--- config.mk ---
export PLATFORM = sky130hd
export DESIGN_NAME = gray_updown_counter_flat
export DESIGN_NICKNAME = d
export VERILOG_FILES = /design/src/rtl/gray_updown_counter_if.sv /design/src/rtl/gray_updown_counter.sv /design/src/flat_wrapper.sv
export SDC_FILE = /design/constraint.sdc
export NUM_CORES = 1
export LEC_CHECK = 0
export BUFFER_PORTS_ARGS = -buffer_cell sky130_fd_sc_hd__buf_4
export CORE_AREA = 2 2 39 41
export DETAILED_ROUTE_END_ITERATION = 16
export DIE_AREA = 0 0 41 43
export PLACE_DENSITY_LB_ADDON = 0.3
export SLEW_MARGIN = 30
export SYNTH_ARGS = -nofsm -noshare
export SYNTH_HDL_FRONTEND = slang
export SYNTH_SLANG_ARGS = --single-unit
--- constraint.sdc ---
create_clock -name clk -period 4.45 [get_ports clk]
set_input_delay 0 -clock clk [delete_from_list [all_inputs] [get_ports clk]]
set_output_delay 0 -clock clk [all_outputs]
set_load 0.1 [all_outputs]
--- src/rtl/gray_updown_counter_if.sv ---
// Control and status bundle for gray_updown_counter.
// The master drives enable/direction/load and the counter (slave) returns the counts and tc.
interface gray_updown_counter_if #(
  parameter int WIDTH = 3
);
  logic             en_i;
  logic             dir_i;
  logic             load_i;
  logic [WIDTH-1:0] load_val_i;
  logic [WIDTH-1:0] count_bin_o;
  logic [WIDTH-1:0] count_gray_o;
  logic             tc_o;

  modport master (
    output en_i, dir_i, load_i, load_val_i,
    input  count_bin_o, count_gray_o, tc_o
  );

  modport slave (
    input  en_i, dir_i, load_i, load_val_i,
    output count_bin_o, count_gray_o, tc_o
  );
endinterface

--- src/rtl/gray_updown_counter.sv ---
// Parametrised up/down counter with registered binary and Gray outputs and a registered tc pulse.
// Define GRAY_UPDOWN_COUNTER_SAT_EN to saturate at 0/MAX instead of wrapping.
module gray_updown_counter #(
  parameter int WIDTH = 3,
  parameter int MAX   = (2**WIDTH)-1
) (
  input logic                 clk,
  input logic                 rst_n,
  gray_updown_counter_if.slave bus
);

  localparam logic [WIDTH-1:0] MaxVal = WIDTH'(MAX);
  localparam logic [WIDTH-1:0] OneVal = WIDTH'(1);

  logic             dirMeta_q;
  logic             dirSync_q;
  logic [WIDTH-1:0] countBin_q;
  logic [WIDTH-1:0] countBin_d;
  logic [WIDTH-1:0] countGray_q;
  logic             tc_q;
  logic             tc_d;

  // dir comes straight from a switch, so it is retimed before it steers the count.
  always_ff @(posedge clk or negedge rst_n) begin
    if (!rst_n) begin
      dirMeta_q <= 1'b0;
      dirSync_q <= 1'b0;
    end else begin
      dirMeta_q <= bus.dir_i;
      dirSync_q <= dirMeta_q;
    end
  end

  always_comb begin
    countBin_d = countBin_q;
    tc_d       = 1'b0;
    if (bus.load_i) begin
      countBin_d = (bus.load_val_i > MaxVal) ? MaxVal : bus.load_val_i;
    end else if (bus.en_i) begin
      if (!dirSync_q) begin
        // ">=" also catches an out-of-range state so it can never count further up.
        if (countBin_q >= MaxVal) begin
          tc_d = 1'b1;
`ifdef GRAY_UPDOWN_COUNTER_SAT_EN
          countBin_d = MaxVal;
`else
          countBin_d = '0;
`endif
        end else begin
          countBin_d = countBin_q + OneVal;
        end
      end else begin
        if (countBin_q == '0) begin
          tc_d = 1'b1;
`ifdef GRAY_UPDOWN_COUNTER_SAT_EN
          countBin_d = '0;
`else
          countBin_d = MaxVal;
`endif
        end else begin
          countBin_d = countBin_q - OneVal;
        end
      end
    end
  end

  // Gray is derived from the next binary value so both outputs update on the same edge.
  always_ff @(posedge clk or negedge rst_n) begin
    if (!rst_n) begin
      countBin_q  <= '0;
      countGray_q <= '0;
      tc_q        <= 1'b0;
    end else begin
      countBin_q  <= countBin_d;
      countGray_q <= countBin_d ^ (countBin_d >> 1);
      tc_q        <= tc_d;
    end
  end

  assign bus.count_bin_o  = countBin_q;
  assign bus.count_gray_o = countGray_q;
  assign bus.tc_o         = tc_q;

endmodule

--- src/flat_wrapper.sv ---
// flat-port wrapper written by rule: the top's interface ports become plain ports
module gray_updown_counter_flat 
#(
  parameter int WIDTH = 3,
  parameter int MAX   = (2**WIDTH)-1
)
  (clk, rst_n, bus_en_i, bus_dir_i, bus_load_i, bus_load_val_i, bus_count_bin_o, bus_count_gray_o, bus_tc_o);
  gray_updown_counter_if #(.WIDTH(WIDTH)) bus_i ();
  input logic clk;
  input logic rst_n;
  input wire logic [$bits(bus_i.en_i)-1:0] bus_en_i;
  input wire logic [$bits(bus_i.dir_i)-1:0] bus_dir_i;
  input wire logic [$bits(bus_i.load_i)-1:0] bus_load_i;
  input wire logic [$bits(bus_i.load_val_i)-1:0] bus_load_val_i;
  output wire logic [$bits(bus_i.count_bin_o)-1:0] bus_count_bin_o;
  output wire logic [$bits(bus_i.count_gray_o)-1:0] bus_count_gray_o;
  output wire logic [$bits(bus_i.tc_o)-1:0] bus_tc_o;
  assign bus_i.en_i = bus_en_i;
  assign bus_i.dir_i = bus_dir_i;
  assign bus_i.load_i = bus_load_i;
  assign bus_i.load_val_i = bus_load_val_i;
  assign bus_count_bin_o = bus_i.count_bin_o;
  assign bus_count_gray_o = bus_i.count_gray_o;
  assign bus_tc_o = bus_i.tc_o;
  gray_updown_counter #(.WIDTH(WIDTH), .MAX(MAX)) u_core (.clk(clk), .rst_n(rst_n), .bus(bus_i));
endmodule
==> results of run 1 <==
[worst min-delay path, cell delays in order]
cell     delay [ns]
buf_4          0.08
nand2_1        0.05
o21ai_2        0.09
[placed cells by master, fill, tap and decap left out]
cell / count
a21o_2: 1
nor3_2: 1
o21ai_2: 1
a221oi_2: 1
dlygate4sd3_1: 2
a21oi_2: 1
nand2b_1: 2
o21ai_1: 2
buf_4: 14
a31oi_1: 1
a21oi_1: 4
dfrtp_1: 8
xor2_1: 2
nand2_1: 2
ha_1: 4
xnor2_1: 1
inv_1: 4
nor2_1: 3
a22oi_1: 1
nand2b_4: 1
nor3_1: 1
clkbuf_4: 3
[timing repair]
| item | CTS | global route |
|---|---|---|
| setup buffers | 0 | 0 |
| endpoints found under the setup margin | 0 | 0 |
| hold buffers | 2 | 0 |
| hold endpoints to repair | 9 | 0 |
[registers in the layout, summed over array words and instances (netlist names)]
signal,flops
u_core.bus.count_bin_o,3
u_core.dirMeta_q,1
u_core.dirSync_q,1
u_core.bus.count_gray_o,2
u_core.bus.tc_o,1
[logic make-up after synthesis]
kind of cell               synth area share [%]
DFF                                        45.1
AOI/OAI and AO/OA                          19.2
buffers and inverters                      5.07
and+or+nand+nor                            13.5
xor gates and xnor gates                   5.92
adders and majority gates                  11.3
[metrics by stage]
stage	hold WS (ns)	setup slack [ns]	std cells	instance area [sq um]	util [%]
3_5_place_dp	-0.181	2.87	71	562	40.6
2_1_floorplan	-0.296	2.25	42	444	-
3_3_place_gp	-0.180	2.89	71	562	40.6
6_report	0.0196	2.88	76	604	43.7
4_1_cts	0.0133	2.86	76	604	43.7
5_1_grt	0.0222	2.70	76	604	43.7
[per-layer routing]
layer | wire, um | share of wire, %
met2 | 415 | 52
met4 | 0 | 0
met3 | 38 | 4.8
met5 | 0 | 0
met1 | 340 | 43
[worst paths after layout]
check	start	to	slack [ns]	cells after the start
max in group asynchronous	rst_n	u_core.bus.count_bin_o[0]	4.22	2
setup reg to reg	u_core.bus.count_bin_o[0]	u_core.bus.count_gray_o[0]	2.88	7
hold reg to reg	u_core.dirMeta_q	u_core.dirSync_q	0.34	0
setup / recovery	u_core.bus.count_bin_o[0]	u_core.bus.count_gray_o[0]	2.88	7
min in group asynchronous	rst_n	u_core.dirSync_q	0.10	2
hold / removal	bus_load_val_i[1]	u_core.bus.count_bin_o[1]	0.02	3
[power breakdown]
| group | total (mW) | internal [mW] | switching, mW |
|---|---|---|---|
| clock network | 0.0516 | 0.0306 | 0.0210 |
| registers | 0.0932 | 0.0834 | 0.00975 |
| logic | 0.149 | 0.0368 | 0.112 |
| total | 0.294 | 0.151 | 0.143 |
[final cells by class]
cell class	count	area, sq um
Fill cell	139	779
Multi-Input combinational cell	29	221
Sequential cell	8	200
Timing Repair Buffer	16	125
Clock buffer	3	22.5
Tap cell	16	20.0
Inverter	4	15.0
==> flow_metrics.tcl, run 1 <==
set metrics [dict create \
    worstSetupStartpointType "flip-flop" \
    drc_errors 0 \
    viasPerCell 4.49 \
    yosysTopAreaCell "dfrtp_1" \
    drv_slew 0 \
    cts_tree "built" \
    synth_flop_cell "dfrtp_1" \
    dieArea_sq_um 1760 \
    die_h_um 43 \
    grtUsageTotal_pct 11.3 \
    outcome "finished clean" \
    rows 14 \
    dr.pass1.iters 2 \
    total_power_mw 0.294 \
    htreeDepth 1 \
    worstPathRequired_ns 4.57 \
    routed-via-count 341 \
    ioPinCount 15 \
    slowest_stage "dfrtp_1" \
    synth_cells 42 \
    fin_crit_sh_pct 35.4 \
    synth.distinct_cells 20 \
    cts.reportedPaths.clkPinSlew_ns 0.05 \
    clock_latency_ns 0.25 \
    clock_sinks 8 \
    final-setup-viol-count 0 \
    power.leakage_nw 0.296 \
    routabilityCongestion 0.707 \
    vdd_drop_max_v 0.000322 \
    synth_top_cell_area_share_pct 45.1 \
    grt_pass1_wl_um 1320 \
    async_reset_ff_share_pct 100 \
    yosys.cell_count.top_type "dfrtp_1" \
    slew_headroom_pct 81.6 \
    busiest_layer "met2" \
    synth_common_cells "dfrtp_1 (8), a21oi_1 (4), ha_1 (4), inv_1 (4), nor2_1 (3)" \
    final_antenna_net_count 0 \
    max_freq_mhz 636 \
    synth_edf_count 0 \
    cp_cell_sequence "inv_1 -> ha_1 -> xnor2_1 -> nand2_1 -> o21ai_1 -> o21ai_2 -> xor2_1" \
    grt_max_degree 9 \
    crit_family "flip-flops" \
    die_x_um 41 \
    cts_root_buffer "clkbuf_4" \
    crit_type "reg2reg" \
    antenna_cells 0 \
    rsz0062_at_grt "false" \
    synth_area_sq_um 444 \
    cts_max_path_buffers 2 \
    io_buffers 14 \
    wl_per_cell_um 10.4 \
    grt_use_met3_pct 6.28 \
    path_buf_inv 1 \
    numCtsBuffers 3 \
    ys_top_cells_by_area "dfrtp_1 (45%), ha_1 (11%), a21oi_1 (4.5%)" \
    synthesis.nets 54 \
    hp-class "in2reg" \
    layout.nets 74 \
    synth.yosys.seq_area_share_pct 45.1 \
    routed_wl_um 794 \
    antenna_found_initial 0 \
    yosysWarnings 0 \
    maxCapViolations 0 \
    hold_violations 0 \
    fp.coreArea_sq_um 1380 \
    use_met1_pct 14.5 \
    drt_iter0_markers 10 \
    cp-end-kind "flip-flop" \
    max_stage_delay_ns 0.44 \
    grt_pass1_vias 306 \
    synth-seq-cells 8 \
    grt_util_met2_pct 16.6 \
    setup_tns_ns 0 \
    syn_area_per_cell_sq_um 10.6 \
    start_util_pct 32.1 \
    skew_ns 0.00337 \
    area_delta_synth_final_pct 36.1 \
    cts_resized 0 \
    worstMarginPinSlew_ns 0.279 \
    cp_max_fo 6 \
    period_needed_ns 1.57 \
    powerDensity_nw_per_um2 486 \
    drive_gt1_share_pct 38.3 \
    grt.overflow.total 0 \
    hpwl_um 619 \
    arrival_ns 1.69 \
]
Note: power is estimated with default switching activity, not from simulation.
==> inputs of run 2 (changes only) <==
Settings changed: ABC_AREA from default to 1.
Clock period 4.45 ns to 1.6 ns, I/O delays scaled along.
==> flow_metrics.tcl, run 2 <==
set metrics [dict create \
    worstPathRequired_ns 1.73 \
    place_area_sq_um 599 \
    yosysTopAreaCell "dfrtp_1" \
    rows 14 \
    cp_cell_sequence "ha_4 -> ha_1 -> o21ai_0 -> nand3_1 -> nand2_1 -> nand2_1 -> xor2_1" \
    synth_flop_cell "dfrtp_1" \
    slowest_stage "dfrtp_4" \
    maxCapViolations 0 \
    crit_type "reg2reg" \
    synth-seq-cells 8 \
    period_needed_ns 1.49 \
    synthMuxAreaShare_pct 0 \
    setup_ws_ns 0.106 \
    final_cell_mix "nand2_1 (18), buf_4 (14), inv_2 (5), inv_1 (5), dfrtp_1 (5)" \
    hold_depth 3 \
    cts_resized 0 \
    ioPinCount 15 \
    grt_max_degree 9 \
    max_freq_mhz 669 \
    synth_top_family_by_area "simple AND/OR/NAND/NOR gates" \
    clock_latency_ns 0.25 \
    r2r-end "u_core.bus.count_gray_o[0]" \
    final_antenna_net_count 0 \
    fin_cells 94 \
    grt.overflow.total 0 \
    dp.cells 86 \
    worstSetupStartpointType "flip-flop" \
    htreeDepth 1 \
    cts_max_path_buffers 2 \
    grt_pass1_wl_um 1350 \
    outcome "finished clean" \
    synth.distinct_cells 18 \
    busiest_layer "met2" \
    fp.coreArea_sq_um 1380 \
    setup_tns_ns 0 \
    ys_top_cells_by_area "dfrtp_1 (43%), nand2_1 (15%), ha_1 (11%)" \
    post-cts-setup-buffers 0 \
    nFillCells 134 \
    layout.nets 91 \
    path_buf_inv 0 \
    max_stage_delay_ns 0.52 \
    drt_iter0_markers 6 \
    slew_headroom_pct 82.0 \
    whs_ns 0.0513 \
    use_met1_pct 11.7 \
    area_delta_synth_final_pct 44.6 \
    grt_use_met3_pct 7.85 \
    cts_root_buffer "clkbuf_4" \
    die_x_um 41 \
    r2r_cells 7 \
    antenna_found_initial 0 \
    fin_crit_sh_pct 93.4 \
    r2r_setup_slack_ns 0.11 \
    routabilityCongestion 0.731 \
    antenna_cells 0 \
    yosysWarnings 0 \
    synthSimpleGateAreaFrac_pct 23.9 \
    fin_area_sq_um 666 \
    dieArea_sq_um 1760 \
    yosys.cell_count.top_type "nand2_1" \
    skew_ns 0.00254 \
    synth_edf_count 0 \
    worstMarginPinSlew_ns 0.269 \
    cp_max_fo 7 \
    hold_start "bus_en_i" \
    wl_per_cell_um 9.60 \
    drive_gt1_share_pct 37.2 \
    hold_violations 0 \
    synth_compound_area_share_pct 10.1 \
    cts_tree "built" \
    cts.reportedPaths.clkPinSlew_ns 0.05 \
    drc_errors 0 \
    register_area_sq_um 209 \
    postCtsHoldBufs 4 \
    numCtsBuffers 3 \
    routed-via-count 406 \
    synth_common_cells "nand2_1 (18), dfrtp_1 (8), inv_1 (7)" \
    drv_slew 0 \
    clock_sinks 8 \
    hpwl_um 677 \
    vdd_drop_max_v 0.000886 \
    synthAdderAreaFrac_pct 10.9 \
    viasPerCell 4.32 \
    routed_wl_um 902 \
    async_reset_ff_share_pct 100 \
    powerDensity_nw_per_um2 1150 \
    synth_area_sq_um 460 \
    synth_xor_xnor_area_share_pct 1.90 \
    dr.pass1.iters 2 \
    die_h_um 43 \
    grt_pass1_vias 347 \
    synth_cells 57 \
    largest_reg_flops 3 \
    crit_family "flip-flops" \
    rr_startpoint "u_core.bus.count_bin_o[0]" \
    cp-end-kind "flip-flop" \
    arrival_ns 1.63 \
    rsz0062_at_grt "false" \
    grtUsageTotal_pct 12.6 \
    final-setup-viol-count 0 \
    synth.yosys.seq_area_share_pct 43.5 \
    io_buffers 14 \
    grt_util_met2_pct 19.4 \
    start_util_pct 33.3 \
    synth_top_cell_area_share_pct 43.5 \
    layout_commonest_cell "nand2_1" \
    synthesis.nets 69 \
    cp_common_cell "nand2_1" \
    multi_input_area_sq_um 228 \
    dpl_worst_slack_ns 0.101 \
    syn_area_per_cell_sq_um 8.08 \
    power.leakage_nw 0.350 \
    hold_end "u_core.bus.tc_o" \
    hp-class "in2reg" \
]
-- run 2: logic make-up (layout without fill, tap and decap cells) --
family | count (synthesis) | count (layout)
fa+ha+maj | 4 | 4
buf+inv | 11 | 32
flops | 8 | 8
compound gates | 7 | 7
simple gates | 26 | 26
xor+xnor | 1 | 1
-- run 2: worst min-delay path: stages --
cell and delay, ns:
buf_4 0.13, nand2_1 0.08, a311oi_1 0.05
-- run 2: metrics by stage --
step | utilization (%) | total power, mW
floorplan | - | 0.521
global placement | 43.3 | 0.594
detailed placement | 43.3 | 0.597
CTS | 48.1 | 0.775
global route | 48.1 | 0.804
finish | 48.1 | 0.762
-- run 2: worst max-delay path by stage --
stage                              startpoint                         end  slack [ns]  depth (start not counted)
finish              u_core.bus.count_bin_o[0]  u_core.bus.count_gray_o[0]        0.11                          7
detailed placement  u_core.bus.count_bin_o[0]  u_core.bus.count_gray_o[0]        0.10                          7
global route        u_core.bus.count_bin_o[1]  u_core.bus.count_gray_o[1]       0.007                          9
CTS                 u_core.bus.count_bin_o[0]  u_core.bus.count_gray_o[0]         0.1                          7
floorplan           u_core.bus.count_bin_o[0]  u_core.bus.count_gray_o[0]       0.007                          7
global placement    u_core.bus.count_bin_o[0]  u_core.bus.count_gray_o[0]        0.11                          7
-- run 2: cell type report --
cell class	instances	area share, %
repair buffers	18	21.8
flip-flops and latches	8	31.4
clock buffers	4	3.95
multi-input cells	38	34.2
inverters	10	5.64
well taps	16	3.01
-- run 2: power breakdown --
part,internal [mW],switching (mW),total (mW)
Combinational,0.0876,0.255,0.342
Clock,0.0954,0.0687,0.164
Sequential,0.230,0.0258,0.256
-- run 2: per-layer routing --
layer	vias up	share of wire (%)
li1	216	-
met1	179	41
met2	9	52
met3	2	5.3
met4	0	1.9
met5	-	0
==> inputs of run 3 (changes only) <==
Settings changed: ABC_AREA 1 to default.
==> flow_metrics.tcl, run 3 (synthesized netlist as in run 1, its figures left out) <==
set metrics [dict create \
    power_frac_seq_pct 30.8 \
    slew_headroom_pct 81.8 \
    clock_latency_ns 0.25 \
    fin_cells 78 \
    drive_gt1_share_pct 54.8 \
    start_util_pct 32.1 \
    nFillCells 130 \
    place_area_sq_um 611 \
    power_switching_mw 0.428 \
    antenna_cells 0 \
    hold_end "u_core.bus.count_bin_o[1]" \
    area_delta_synth_final_pct 52.1 \
    r2r_setup_slack_ns 0.08 \
    die_x_um 41 \
    hpwl_um 676 \
    io_buffers 14 \
    grt_use_met3_pct 3.14 \
    wl_per_cell_um 11.0 \
    r2r-end "u_core.bus.count_gray_o[0]" \
    numCtsBuffers 3 \
    drt_iter0_markers 0 \
    maxCapViolations 0 \
    use_met1_pct 13.2 \
    powerDensity_nw_per_um2 1310 \
    hold_start "bus_load_val_i[1]" \
    period_needed_ns 1.52 \
    p_clk_share_pct 18.4 \
    skew_ns 0.00979 \
    fin_util_pct 48.8 \
    setup_ws_ns 0.0784 \
    die_h_um 43 \
    combPwrFrac_pct 50.7 \
    routed-via-count 367 \
    grt_pass1_vias 343 \
    cts.reportedPaths.clkPinSlew_ns 0.06 \
    hp-class "in2reg" \
    routabilityCongestion 0.655 \
    rows 14 \
    routed_wl_um 857 \
    worstSetupStartpointType "flip-flop" \
    r2r_cells 6 \
    layout_commonest_cell "buf_4" \
    busiest_layer "met2" \
    crit_type "reg2reg" \
    final_antenna_net_count 0 \
    register_area_sq_um 209 \
    fin_crit_sh_pct 95.1 \
    rr_startpoint "u_core.bus.count_bin_o[1]" \
    outcome "finished clean" \
    largest_reg_flops 3 \
    cp_max_fo 5 \
    viasPerCell 4.71 \
    final-setup-viol-count 0 \
    fin_area_sq_um 676 \
    cts_tree "built" \
    grtUsageTotal_pct 11.7 \
    dpl_worst_slack_ns 0.0274 \
    drv_slew 0 \
    worstPathRequired_ns 1.78 \
    hold_depth 3 \
    rsz0062_at_grt "true" \
    grt_pass1_wl_um 1330 \
    grt_max_degree 9 \
    fp.coreArea_sq_um 1380 \
    final_cell_mix "buf_4 (15), dfrtp_1 (5), a21oi_1 (4)" \
    arrival_ns 1.70 \
    cp-end-kind "flip-flop" \
    htreeDepth 1 \
    setup_tns_ns 0 \
    dr.pass1.iters 1 \
    intPower_mw 0.458 \
    layout.nets 75 \
    grt_util_met2_pct 18.1 \
    cts_max_path_buffers 2 \
    ioPinCount 15 \
    drc_errors 0 \
    antenna_found_initial 0 \
    grt.overflow.total 0 \
    power.leakage_nw 0.303 \
    dieArea_sq_um 1760 \
    max_freq_mhz 657 \
    multi_input_area_sq_um 270 \
    worstMarginPinSlew_ns 0.273 \
    dp.cells 71 \
    hold_violations 0 \
    cts_root_buffer "clkbuf_4" \
    clock_sinks 8 \
    vdd_drop_max_v 0.000853 \
    power_switching_share_pct 48.3 \
]
[run 3: worst max-delay path: stages (launching register included)]
cell and delay (ns):
dfrtp_4 0.52, ha_4 0.18, ha_4 0.14, nor2_1 0.10
nor3_2 0.07, a221oi_2 0.24, xor2_1 0.19
[run 3: power groups by stage]
stage               Combinational, mW  Sequential, mW  Clock (mW)
finish                          0.449           0.273       0.163
CTS                             0.439           0.273       0.172
floorplan                       0.146           0.471           0
global placement                0.432           0.276           0
global route                    0.475           0.278       0.183
detailed placement              0.434           0.277           0
[run 3: metrics by stage]
stage / hold slack (ns) / power (mW)
after floorplan: -0.296 / 0.617
after global placement: -0.180 / 0.707
after detailed placement: -0.177 / 0.711
after CTS: 0.00177 / 0.883
after global routing: 0.0205 / 0.936
final: 0.00469 / 0.886
[run 3: worst max-delay path by stage]
stage                                         start                    endpoint  slack [ns]  depth (start not counted)
after detailed placement  u_core.bus.count_bin_o[0]  u_core.bus.count_gray_o[1]        0.03                          6
final                     u_core.bus.count_bin_o[1]  u_core.bus.count_gray_o[0]        0.08                          6
after global routing      u_core.bus.count_bin_o[0]  u_core.bus.count_gray_o[0]      -0.005                          7
after floorplan           u_core.bus.count_bin_o[0]  u_core.bus.count_gray_o[1]       -0.03                          6
after global placement    u_core.bus.count_bin_o[0]  u_core.bus.count_gray_o[1]        0.02                          6
after CTS                 u_core.bus.count_bin_o[1]  u_core.bus.count_gray_o[1]       0.008                          6
[run 3: metal layers]
metal  routed length, um  vias up
met5                   0        -
met4                   0        0
met3                  56        0
met2                 414       14
met1                 386      167
li1                    -      186
[run 3: layout make-up]
type / instances / share of cell area (%)
Clock buffer: 4 / 3.89
Inverter: 4 / 2.59
Sequential cell: 8 / 30.9
Multi-Input combinational cell: 29 / 40.0
Timing Repair Buffer: 17 / 19.6
Tap cell: 16 / 2.96
[run 3: timing repair]
action	CTS	global route
setup endpoints to repair	0	2
buffers inserted	0	1
hold endpoints to repair	9	0
resized for setup	0	2
hold buffers	2	0
